[src/rtl/rfblackwidow_dcinv_ctrl_pkg.sv]
// Shared types and constants for the data-cache invalidate initiator.
// Build option: RFBW_DCINV_RANGE_EN adds the line-walking RANGE state.
package rfblackwidow_dcinv_ctrl_pkg;

    localparam int DC_AWID       = 32;
    localparam int DC_LINES      = 128;
    localparam int DC_LINE_SHIFT = 7;

    typedef enum logic [1:0] {
        DCI_LINE  = 2'd0,
        DCI_ALL   = 2'd1,
        DCI_RANGE = 2'd2
    } dcinv_cmd_t;

    typedef struct packed {
        dcinv_cmd_t          cmd;
        logic [DC_AWID-1:0]  adr;
        logic [DC_AWID-1:0]  end_adr;
    } dcinv_req_t;

`ifdef RFBW_DCINV_RANGE_EN
    typedef enum logic [1:0] {
        ST_IDLE,
        ST_LINE,
        ST_ALL,
        ST_RANGE
    } dcinv_state_t;
`else
    typedef enum logic [1:0] {
        ST_IDLE,
        ST_LINE,
        ST_ALL
    } dcinv_state_t;
`endif

endpackage

[src/rtl/rfblackwidow_dcinv_ctrl_fifo.sv]
// Synchronous command FIFO for invalidate requests; DEPTH must be a power of 2.
// Push is ignored when full and pop is ignored when empty.
module rfblackwidow_dcinv_ctrl_fifo
    import rfblackwidow_dcinv_ctrl_pkg::*;
#(
    parameter int DEPTH = 4
) (
    input  logic       clk,
    input  logic       rst,
    input  logic       push,
    input  dcinv_req_t push_data,
    input  logic       pop,
    output dcinv_req_t head,
    output logic       full,
    output logic       empty
);
    localparam int PW = $clog2(DEPTH);

    dcinv_req_t    mem [DEPTH];
    logic [PW-1:0] wr_ptr;
    logic [PW-1:0] rd_ptr;
    logic [PW:0]   count;
    logic          do_push;
    logic          do_pop;

    assign full    = (count == (PW+1)'(DEPTH));
    assign empty   = (count == '0);
    assign do_push = push & ~full;
    assign do_pop  = pop & ~empty;
    assign head    = mem[rd_ptr];

    // Pointer and occupancy bookkeeping; pointers wrap naturally at DEPTH.
    always_ff @(posedge clk) begin
        if (rst) begin
            wr_ptr <= '0;
            rd_ptr <= '0;
            count  <= '0;
        end else begin
            if (do_push) wr_ptr <= wr_ptr + PW'(1);
            if (do_pop)  rd_ptr <= rd_ptr + PW'(1);
            if (do_push && !do_pop)      count <= count + (PW+1)'(1);
            else if (!do_push && do_pop) count <= count - (PW+1)'(1);
        end
    end

    // Entry storage needs no reset: occupancy decides what is valid.
    always_ff @(posedge clk) begin
        if (do_push) mem[wr_ptr] <= push_data;
    end

endmodule

[src/rtl/rfblackwidow_dcinv_ctrl.sv]
// Data-cache invalidate initiator: queues LINE/ALL/RANGE commands and issues
// invce/invline/invall strobes, retrying any cycle lost to a fill write (dc_wr).
// Build option: RFBW_DCINV_RANGE_EN walks RANGE line by line; otherwise RANGE runs as ALL.
module rfblackwidow_dcinv_ctrl
    import rfblackwidow_dcinv_ctrl_pkg::*;
#(
    parameter int AWID       = DC_AWID,
    parameter int QDEPTH     = 4,
    parameter int LINES      = DC_LINES,
    parameter int LINE_SHIFT = DC_LINE_SHIFT
) (
    input  logic            clk,
    input  logic            rst,
    input  logic            req_v,
    output logic            req_rdy,
    input  logic [1:0]      req_cmd,
    input  logic [AWID-1:0] req_adr,
    input  logic [AWID-1:0] req_end_adr,
    input  logic            dc_wr,
    output logic            invce,
    output logic            invline,
    output logic            invall,
    output logic [AWID-1:0] inv_adr,
    output logic            busy,
    output logic            done
);
    localparam logic [AWID-1:0] LINE_MASK = ~AWID'((1 << LINE_SHIFT) - 1);

    dcinv_req_t      push_data;
    dcinv_req_t      head;
    logic            push;
    logic            pop;
    logic            full;
    logic            empty;
    dcinv_state_t    state;
    dcinv_state_t    state_nxt;
    logic [AWID-1:0] cur;
    logic [AWID-1:0] cur_nxt;
    logic [AWID-1:0] head_start;
    logic            done_nxt;

`ifdef RFBW_DCINV_RANGE_EN
    logic [AWID-1:0] head_end;
    logic [AWID-1:0] end_q;
    logic [AWID-1:0] end_nxt;
    logic            span_wide;

    assign head_end  = head.end_adr & LINE_MASK;
    assign span_wide = ((head_end - head_start) >> LINE_SHIFT) >= AWID'(LINES - 1);
`else
    logic unused_end_adr;

    assign unused_end_adr = ^head.end_adr;
`endif

    assign push_data = '{cmd: dcinv_cmd_t'(req_cmd), adr: req_adr, end_adr: req_end_adr};
    assign push      = req_v & ~full & (req_cmd != 2'd3);
    assign req_rdy   = ~full;
    assign pop       = (state == ST_IDLE) & ~empty;
    assign head_start = head.adr & LINE_MASK;

    rfblackwidow_dcinv_ctrl_fifo #(
        .DEPTH (QDEPTH)
    ) u_fifo (
        .clk       (clk),
        .rst       (rst),
        .push      (push),
        .push_data (push_data),
        .pop       (pop),
        .head      (head),
        .full      (full),
        .empty     (empty)
    );

    // State, walk address and done pulse registers.
    always_ff @(posedge clk) begin
        if (rst) begin
            state <= ST_IDLE;
            cur   <= '0;
            done  <= 1'b0;
`ifdef RFBW_DCINV_RANGE_EN
            end_q <= '0;
`endif
        end else begin
            state <= state_nxt;
            cur   <= cur_nxt;
            done  <= done_nxt;
`ifdef RFBW_DCINV_RANGE_EN
            end_q <= end_nxt;
`endif
        end
    end

    // Sequencer: pop a command in IDLE, hold while dc_wr steals the valid array.
    always_comb begin
        state_nxt = state;
        cur_nxt   = cur;
        done_nxt  = 1'b0;
`ifdef RFBW_DCINV_RANGE_EN
        end_nxt   = end_q;
`endif
        case (state)
            ST_IDLE: begin
                if (!empty) begin
                    cur_nxt = head_start;
                    case (head.cmd)
                        DCI_LINE: state_nxt = ST_LINE;
                        DCI_ALL:  state_nxt = ST_ALL;
                        DCI_RANGE: begin
`ifdef RFBW_DCINV_RANGE_EN
                            if (head_end < head_start) begin
                                end_nxt   = head_start;
                                state_nxt = ST_RANGE;
                            end else if (span_wide) begin
                                state_nxt = ST_ALL;
                            end else begin
                                end_nxt   = head_end;
                                state_nxt = ST_RANGE;
                            end
`else
                            state_nxt = ST_ALL;
`endif
                        end
                        default: state_nxt = ST_IDLE;
                    endcase
                end
            end
            ST_LINE, ST_ALL: begin
                if (!dc_wr) begin
                    state_nxt = ST_IDLE;
                    done_nxt  = 1'b1;
                end
            end
`ifdef RFBW_DCINV_RANGE_EN
            ST_RANGE: begin
                if (!dc_wr) begin
                    if (cur == end_q) begin
                        state_nxt = ST_IDLE;
                        done_nxt  = 1'b1;
                    end else begin
                        cur_nxt = cur + AWID'(1 << LINE_SHIFT);
                    end
                end
            end
`endif
            default: state_nxt = ST_IDLE;
        endcase
    end

    assign invce   = (state != ST_IDLE);
    assign invall  = (state == ST_ALL);
`ifdef RFBW_DCINV_RANGE_EN
    assign invline = (state == ST_LINE) | (state == ST_RANGE);
`else
    assign invline = (state == ST_LINE);
`endif
    assign inv_adr = invline ? cur : '0;
    assign busy    = ~empty | (state != ST_IDLE);

endmodule

[config.mk]
export PLATFORM = sky130hd
export DESIGN_NAME = rfblackwidow_dcinv_ctrl
export DESIGN_NICKNAME = d
export VERILOG_FILES = /design/src/rtl/rfblackwidow_dcinv_ctrl_pkg.sv /design/src/rtl/rfblackwidow_dcinv_ctrl_fifo.sv /design/src/rtl/rfblackwidow_dcinv_ctrl.sv
export SDC_FILE = /design/constraint.sdc
export NUM_CORES = 1
export LEC_CHECK = 0
export ABC_AREA = 1
export CORE_ASPECT_RATIO = 1.1
export CORE_UTILIZATION = 55
export DETAILED_ROUTE_END_ITERATION = 12
export PLACE_DENSITY = 0.85
export SYNTH_ARGS = -nofsm -noshare
export SYNTH_HDL_FRONTEND = slang
export SYNTH_HIERARCHICAL = 1
export SYNTH_SLANG_ARGS = --single-unit
export TNS_END_PERCENT = 100
[constraint.sdc]
create_clock -name clk -period 5.6 [get_ports clk]
set_clock_uncertainty 0.1 [all_clocks]
set_input_delay 0.56 -clock clk [delete_from_list [all_inputs] [get_ports clk]]
set_output_delay 0.56 -clock clk [all_outputs]
set_load 0.05 [all_outputs]
==> key figures, run 1 <==
STA
  • Measured slew at the worst slew-check pin: 1120 ps
  • Final total negative setup slack: 0 ps
  • Max transition margin: 0.251
  • RSZ-0062 raised after global routing: false
  • Final worst-path cycle share: 0.607
  • Number of endpoints failing setup at the final stage: 0
  • Count of endpoints failing hold in the final timing report: 0
  • Final critical path time including I/O delays and setup: 3400 ps
  • Max-slew violation count: 0
  • Maximum clock rate: just under 300 MHz
  • Smallest hold slack: 384 ps

CTS
  • Count of clock tree sinks: 145
  • CTS max path bufs: 2
  • H-tree levels: 4
  • Number of clock buffers inserted by TritonCTS: 17
  • Root buffer selected by CTS: clkbuf_16
  • Clock insertion delay at the later pin of the skew report: ~420 ps
  • CTS tree: done
  • Setup Fix Bufs, Post-CTS: 0
  • Post-cts sizing count: 0
  • Hold Buf Count CTS: 0
  • Clock-pin transition on the worst setup and hold timing paths: approximately 60 ps

Yosys
  • Per-instance average area after synthesis: between 10 and 15 um2
  • Mapped Cells: 540
  • Post-synthesis instance area: between 6000 and 7000 um2
  • Yosys synthesis warning count: 6

Power and ir drop
  • VDD IR-drop max: 310 uV
  • Pwr/cell area: 501 nW/um2
  • Leakage dissipation: 2.76 nW

Finish
  • Most frequent cells in the layout: nor2_1 (110), edfxtp_1 (108), clkdlybuf4s50_1 (61)
  • Final core occ: 0.681
  • Number of inserted diodes: 0
  • Final Net Count: 671
  • Final Instance Count excl. Fillers: 746
  • Most frequent standard cell in the layout excluding fill and tap cells: nor2_1
  • Fraction of final layout cells sized beyond drive strength 1: 0.0978
  • Filler cell count: 715
  • Syn-to-layout area delta: 18.9%

Floorplan
  • Count of boundary I/O pins: 108
  • Area of the die: roughly 11000 um2
  • Die X: 102 um
  • Core Region: 10500 um2
  • Effective utilization at floorplan: 0.573
  • Chip height: 112 um
  • Floorplan row count: 39

Status
  • Status: complete, no violations

Worst setup path
  • Startpoint type of the worst setup path: flip-flop
  • Type of destination of the critical path: primary output
  • Worst EP required: 4940 ps
  • Crit-path slowest cell: clkdlybuf4s50_1
  • Classification of the worst setup path: reg -> out
  • Crit path largest cell delay: 830 ps
  • Ordered cell list for the critical path: inv_1 -> ha_1 -> nand2_1 -> inv_1 -> clkdlybuf4s50_1
  • Flop2flop setup slack: 2880 ps
  • CP Data Arrival Time: 2740 ps
  • Cell type group with the largest total delay on the critical path: buffers and inverters
  • Most Frequent Cell on Critical Path: inv_1
  • Number of buffers and inverters on the critical path: 3
  • CP max FO: 26

Place
  • Global placer's final weighted congestion: 0.772
  • DP Wirelength: 7110 um
  • Number of placed cells counting well taps: around 710
  • I/O Buffers: 61

Global routing
  • Total track usage: 0.237
  • Busiest layer in global routing: met2
  • Met3 GRT Util: 0.0647
  • Met2 Usage GRT: 0.390
  • Sum of overflow across all layers after global routing: 0
  • Number of antenna violations at the first check in global routing: 0
  • Wire length of the first global-routing pass: between 15000 and 20000 um
  • Maximum number of pins on one net before global-route repair: 56
  • Vias in the first global route: 4128
  • Met1 Track Usage GR: 0.267

Routing
  • First-pass DRT Iterations: 5
  • Average wire per standard cell: 16.5 um
  • Post-detailed-route via-to-cell ratio: 5.44
  • DRC violation total after the first TritonRoute iteration: 327
  • Total number of vias: 4061
  • WL final: 12300 um
  • Antenna-violating nets left: 0
  • DRC violations left: 0

Job
  • Number of maximum-capacitance constraint violations: 0

Hold path
  • Path class of the lowest-slack min-delay path: reg -> reg
[per-stage QoR]
stage / instance area (um2) / power (W) / setup slack [ps]
2_1_floorplan: 6030 / 0.00232 / 2610
6_report: 7140 / 0.00358 / 2200
3_3_place_gp: 6580 / 0.00245 / 2690
4_1_cts: 7140 / 0.00359 / 2150
3_5_place_dp: 6580 / 0.00251 / 2610
5_1_grt: 7140 / 0.00377 / 2040
[registers in the layout, summed over array words and instances, names as in the netlist, named ones only]
| register | count |
|---|---|
| u_fifo/mem | 108 |
| cur | 25 |
| u_fifo/count | 3 |
| state | 2 |
| u_fifo/rd_ptr | 2 |
| u_fifo/wr_ptr | 2 |
| done | 1 |
[final cells by class]
class | instances | area, um2 | share of cell area
flip-flops and latches | 145 | 3990 | 0.558
multi-input cells | 309 | 1570 | 0.220
repair buffers | 65 | 641 | 0.0897
clock buffers | 21 | 450 | 0.0630
inverters | 52 | 203 | 0.0284
well taps | 143 | 179 | 0.0250
clock inverters | 11 | 114 | 0.0159
[metal layers]
metal / wire length [um] / vias up
li1: - / 1911
met4: 467 / 0
met5: 0 / -
met2: 6280 / 194
met3: 815 / 44
met1: 4740 / 1912
[worst reg2reg max path, cell delays in order, from the launching register on]
cell,delay (ps)
dfxtp_1,330
nor2_1,140
nand2_1,130
inv_1,160
inv_2,60
nand2_4,260
inv_4,210
nand2_1,180
ha_1,200
inv_1,70
fa_1,380
inv_1,70
nand2_1,50
nand3_1,110
nand2_1,80
nand2_1,60
nor2_1,40
[path summary, 6_finish.rpt]
check / to / depth (start not counted) / startpoint
worst max-delay path: inv_adr[15] / 5 / state[1]$_SDFFE_PP0P_
worst min register to register: cur[7]$_SDFFE_PP0P_ / 2 / cur[7]$_SDFFE_PP0P_
worst min-delay path: cur[7]$_SDFFE_PP0P_ / 2 / cur[7]$_SDFFE_PP0P_
worst max register to register: u_fifo/count[2]$_SDFFE_PP0P_ / 16 / u_fifo/count[1]$_SDFFE_PP0P_
[report_power, final]
part / switching, W / total [W] / internal [W]
registers: 0.000135 / 0.00147 / 0.00133
logic: 0.000714 / 0.00105 / 0.000334
clock network: 0.000406 / 0.00107 / 0.000661
(Power assumes the default switching activity.)
==> inputs of run 2 (changes only) <==
- CORE_UTILIZATION: 55 -> 54
- PLACE_DENSITY: 0.85 -> 0.86
- clock period: 5.6 -> 3 ns (I/O delays scaled with it)
==> key figures, run 2 (synthesis gave the netlist of run 1 again) <==
Global routing
  • Wire length of the first global-routing pass: 20300 um
  • Total track usage: 0.241
  • Busiest layer in global routing: met2
  • Number of antenna violations at the first check in global routing: 0
  • Maximum number of pins on one net before global-route repair: 55
  • Met3 GRT Util: 0.0691
  • Met2 Usage GRT: 0.394
  • Sum of overflow across all layers after global routing: 0
  • Met1 Track Usage GR: 0.286
  • Vias in the first global route: 4061

STA
  • Final worst-path cycle share: 0.920
  • Max transition margin: 0.474
  • Final total negative setup slack: 0 ps
  • Max-slew violation count: 0
  • Post-route setup slack: 239 ps
  • Number of endpoints failing setup at the final stage: 0
  • Maximum clock rate: 362 MHz
  • RSZ-0062 raised after global routing: false
  • Measured slew at the worst slew-check pin: between 700 and 800 ps
  • Count of endpoints failing hold in the final timing report: 0
  • Final critical path time including I/O delays and setup: around 2800 ps

CTS
  • Hold Buf Count CTS: 0
  • Number of clock buffers inserted by TritonCTS: 17
  • Count of clock tree sinks: around 150
  • Root buffer selected by CTS: clkbuf_16
  • Post-cts sizing count: 0
  • H-tree levels: 4
  • CTS max path bufs: 2
  • Clock insertion delay at the later pin of the skew report: 410 ps
  • CTS tree: done
  • Clock-pin transition on the worst setup and hold timing paths: 60 ps
  • Setup Fix Bufs, Post-CTS: 0

Place
  • Worst slack at placement: ~400 ps
  • I/O Buffers: 61
  • Number of placed cells counting well taps: 723
  • DP Wirelength: 7070 um
  • Global placer's final weighted congestion: 0.723

Finish
  • Filler cell count: 716
  • Fraction of final layout cells sized beyond drive strength 1: 0.107
  • Syn-to-layout area delta: 21.6%
  • Flip-flop count of the largest register after layout: roughly 110
  • Final Instance Count excl. Fillers: 755
  • Most frequent standard cell in the layout excluding fill and tap cells: nor2_1
  • Number of inserted diodes: 0
  • Final core occ: 0.673
  • Most frequent cells in the layout: nor2_1 (110), edfxtp_1 (108), clkdlybuf4s50_1 (61)
  • Final Net Count: just under 700
  • Biggest register: u_fifo/mem
  • Registers with the highest flip-flop counts: u_fifo/mem x108, cur x25, u_fifo/count x3

Routing
  • WL final: 12900 um
  • DRC violations left: 0
  • Antenna-violating nets left: 0
  • Average wire per standard cell: 17.0 um
  • Total number of vias: 4120
  • DRC violation total after the first TritonRoute iteration: 395
  • Post-detailed-route via-to-cell ratio: 5.46
  • First-pass DRT Iterations: 6

Status
  • Status: complete, no violations

Power and ir drop
  • VDD IR-drop max: 583 uV
  • Pwr/cell area: 978 nW/um2
  • Power consumption: ~0.0071 W
  • Leakage dissipation: roughly 2.8 nW

Worst setup path
  • Crit path largest cell delay: 810 ps
  • Number of buffers and inverters on the critical path: 4
  • Cell type group with the largest total delay on the critical path: buffers and inverters
  • Startpoint type of the worst setup path: flip-flop
  • CP Data Arrival Time: approximately 2400 ps
  • Launching instance or port of the critical path: state[1]$_SDFFE_PP0P_
  • Source of the worst register-to-register timing path: u_fifo/count[0]$_SDFFE_PP0P_
  • Ordered cell list for the critical path: inv_1 -> ha_1 -> buf_12 -> nand2_1 -> inv_1 -> clkdlybuf4s50_1
  • Crit-path slowest cell: clkdlybuf4s50_1
  • Most Frequent Cell on Critical Path: inv_1
  • CP max FO: 19
  • Flop2flop setup slack: 470 ps
  • Type of destination of the critical path: primary output
  • Worst EP required: about 2600 ps
  • Classification of the worst setup path: reg -> out

Floorplan
  • Floorplan row count: 40
  • Area of the die: 11600 um2
  • Die X: 103 um
  • Effective utilization at floorplan: 0.553
  • Core Region: 10900 um2
  • Chip height: 113 um
  • Count of boundary I/O pins: 108

Hold path
  • Path class of the lowest-slack min-delay path: in -> reg
  • HP Start: dc_wr

Job
  • Number of maximum-capacitance constraint violations: 0
run 2: changes by cell type in the layout (fill, tap and decap cells not counted), sizes merged:
cell      previous run  this run
buf                  4         9
bufinv               2         6
clkinv               6         4
clkinvlp             3         1
run 2: power by group:
part / switching, W / leakage [nW] / internal (W) / total [W]
logic: 0.00142 / 1.23 / 0.000667 / 0.00209
clock network: 0.000753 / 0.322 / 0.00160 / 0.00235
registers: 0.000220 / 1.29 / 0.00249 / 0.00271
total: 0.00239 / 2.84 / 0.00475 / 0.00714
run 2: through the flow:
step / hold slack (ps) / cell area (um2)
CTS: 326 / 7300
floorplan: 269 / 6030
finish: 346 / 7300
detailed placement: 370 / 6640
global placement: 365 / 6640
global route: 341 / 7300
run 2: per-layer routing:
layer / routed length (um) / vias up
li1: - / 1914
met1: 4750 / 1930
met2: 6710 / 238
met3: 1070 / 38
met4: 337 / 0
met5: 0 / -
run 2: final timing paths:
path,to,cells after the start
max,inv_adr[13],6
min,done$_SDFF_PP0_,2
max reg2reg,u_fifo/count[2]$_SDFFE_PP0P_,17
min reg2reg,cur[24]$_SDFFE_PP0P_,2
run 2: cell type report:
class / count / area (um2) / share of cell area
flip-flops and latches: 145 / 3990 / 0.546
multi-input cells: 309 / 1570 / 0.215
repair buffers: 70 / 691 / 0.0946
clock buffers: 21 / 460 / 0.0630
clock inverters: 11 / 209 / 0.0286
inverters: 52 / 203 / 0.0277
well taps: 147 / 184 / 0.0252
==> inputs of run 3 (changes only) <==
- CORE_UTILIZATION: 54 -> 55
- CTS_BUF_LIST: not set -> sky130_fd_sc_hd__clkbuf_8
- PLACE_DENSITY: 0.86 -> 0.88
==> key figures, run 3 (synthesis gave the netlist of run 1 again) <==
STA
  • Final worst-path cycle share: 0.935
  • Final critical path time including I/O delays and setup: 2800 ps
  • Number of endpoints failing setup at the final stage: 0
  • Measured slew at the worst slew-check pin: 605 ps
  • Maximum clock rate: 357 MHz
  • Max transition margin: 0.597
  • Max-slew violation count: 0
  • Count of endpoints failing hold in the final timing report: 0
  • RSZ-0062 raised after global routing: false
  • Final total negative setup slack: 0 ps

Hold path
  • Path class of the lowest-slack min-delay path: in -> reg
  • Worst hold path endpoint: done$_SDFF_PP0_
  • WHS Path Cells: 2
  • HP Start: dc_wr

Finish
  • Biggest register: u_fifo/mem
  • Fraction of final layout cells sized beyond drive strength 1: 0.119
  • Number of inserted diodes: 0
  • Most frequent standard cell in the layout excluding fill and tap cells: nor2_1
  • Registers with the highest flip-flop counts: u_fifo/mem x108, cur x25, u_fifo/count x3
  • Most frequent cells in the layout: nor2_1 (110), edfxtp_1 (108), o21ai_0 (59), clkdlybuf4s50_1 (59), nand2_1 (48)
  • Syn-to-layout area delta: 17.6%
  • Flip-flop count of the largest register after layout: 108
  • Final Instance Count excl. Fillers: ~750
  • Final Net Count: between 600 and 700
  • Filler cell count: 739

CTS
  • H-tree levels: 4
  • Clock-pin transition on the worst setup and hold timing paths: 80 ps
  • Count of clock tree sinks: around 150
  • CTS max path bufs: 2
  • Root buffer selected by CTS: clkbuf_8
  • Setup Fix Bufs, Post-CTS: 0
  • Hold Buf Count CTS: 0
  • Clock insertion delay at the later pin of the skew report: 440 ps
  • CTS tree: done
  • Post-cts sizing count: 0
  • Number of clock buffers inserted by TritonCTS: 17

Worst setup path
  • Classification of the worst setup path: reg -> out
  • CP Data Arrival Time: 2400 ps
  • Crit-path slowest cell: clkdlybuf4s50_1
  • Most Frequent Cell on Critical Path: inv_1
  • CP max FO: 18
  • Worst EP required: between 2000 and 3000 ps
  • Capturing point of the worst reg2reg path: u_fifo/count[2]$_SDFFE_PP0P_
  • Ordered cell list for the critical path: inv_1 -> ha_1 -> buf_12 -> nand2_1 -> inv_1 -> clkdlybuf4s50_1
  • Startpoint type of the worst setup path: flip-flop
  • Type of destination of the critical path: primary output
  • Source of the worst register-to-register timing path: u_fifo/count[0]$_SDFFE_PP0P_
  • Number of buffers and inverters on the critical path: 4
  • Flop2flop setup slack: 410 ps
  • Crit path largest cell delay: 790 ps
  • Cell type group with the largest total delay on the critical path: buffers and inverters
  • Worst reg-to-reg path cell count: 17

Power and ir drop
  • Pwr/cell area: 878 nW/um2
  • Leakage dissipation: 2.73 nW
  • VDD IR-drop max: 464 uV

Routing
  • Post-detailed-route via-to-cell ratio: 5.38
  • First-pass DRT Iterations: 5
  • WL final: 11900 um
  • DRC violation total after the first TritonRoute iteration: ~330
  • DRC violations left: 0
  • Antenna-violating nets left: 0
  • Average wire per standard cell: 15.8 um
  • Total number of vias: 4058

Global routing
  • Maximum number of pins on one net before global-route repair: 55
  • Sum of overflow across all layers after global routing: 0
  • Number of antenna violations at the first check in global routing: 0
  • Total track usage: 0.225
  • Wire length of the first global-routing pass: ~19000 um
  • Met3 GRT Util: 0.0515
  • Met2 Usage GRT: 0.400
  • Busiest layer in global routing: met2
  • Met1 Track Usage GR: 0.240
  • Vias in the first global route: 4051

Floorplan
  • Count of boundary I/O pins: 108
  • Floorplan row count: 39
  • Core Region: 10500 um2
  • Effective utilization at floorplan: 0.573
  • Die X: 102 um
  • Area of the die: 11300 um2
  • Chip height: 112 um

Job
  • Number of maximum-capacitance constraint violations: 0

Place
  • DP Wirelength: approximately 7500 um
  • Global placer's final weighted congestion: 0.732
  • I/O Buffers: 61
  • Number of placed cells counting well taps: about 720

Status
  • Status: complete, no violations
run 3: cell count changes in the layout (fill, tap and decap cells not counted), moves of 3 or more:
cell / delta
clkbuf_16: -17
clkinvlp_4: +4
clkbuf_8: +15
buf_4: +3
inv_6: +3
bufinv_16: -4
run 3: metrics by stage:
| stage | hold WS (ps) | util | instance area [um2] | setup slack, ps | power, W |
|---|---|---|---|---|---|
| 2_1_floorplan | 269 | - | 6030 | 10.4 | 0.00432 |
| 3_3_place_gp | 364 | 0.636 | 6670 | 504 | 0.00462 |
| 3_5_place_dp | 372 | 0.636 | 6670 | 368 | 0.00474 |
| 4_1_cts | 319 | 0.673 | 7070 | 162 | 0.00622 |
| 5_1_grt | 353 | 0.673 | 7070 | 66.6 | 0.00654 |
| 6_report | 344 | 0.673 | 7070 | 196 | 0.00620 |
run 3: final cells by class:
type                            count  area [um2]  area share
Inverter                           52         203      0.0287
Tap cell                          143         179      0.0253
Timing Repair Buffer               73         733       0.104
Multi-Input combinational cell    309        1570       0.223
Sequential cell                   145        3990       0.564
Clock buffer                       17         234      0.0331
Clock inverter                     15         159      0.0225
run 3: metal layers:
metal	vias up	wire, um
met4	0	363
met5	-	0
li1	1925	-
met2	198	6320
met3	37	820
met1	1898	4390
run 3: power by group:
part	total [W]	switching [W]	leakage [nW]	internal (W)
registers	0.00267	0.000189	1.29	0.00248
clock network	0.00148	0.000737	0.183	0.000743
logic	0.00205	0.00138	1.25	0.000670
total	0.00620	0.00231	2.73	0.00389
run 3: how the worst max path moves through the flow:
| stage | depth (start not counted) | slack (ps) | endpoint | startpoint |
|---|---|---|---|---|
| floorplan | 8 | 10 | u_fifo/mem[0][39]$_DFFE_PP_ | u_fifo/count[0]$_SDFFE_PP0P_ |
| detailed placement | 13 | 370 | u_fifo/count[2]$_SDFFE_PP0P_ | req_cmd[0] |
| finish | 6 | 200 | inv_adr[19] | state[1]$_SDFFE_PP0P_ |
| CTS | 6 | 160 | inv_adr[15] | state[1]$_SDFFE_PP0P_ |
| global placement | 13 | 500 | u_fifo/count[2]$_SDFFE_PP0P_ | req_cmd[0] |
| global route | 6 | 70 | inv_adr[15] | state[1]$_SDFFE_PP0P_ |
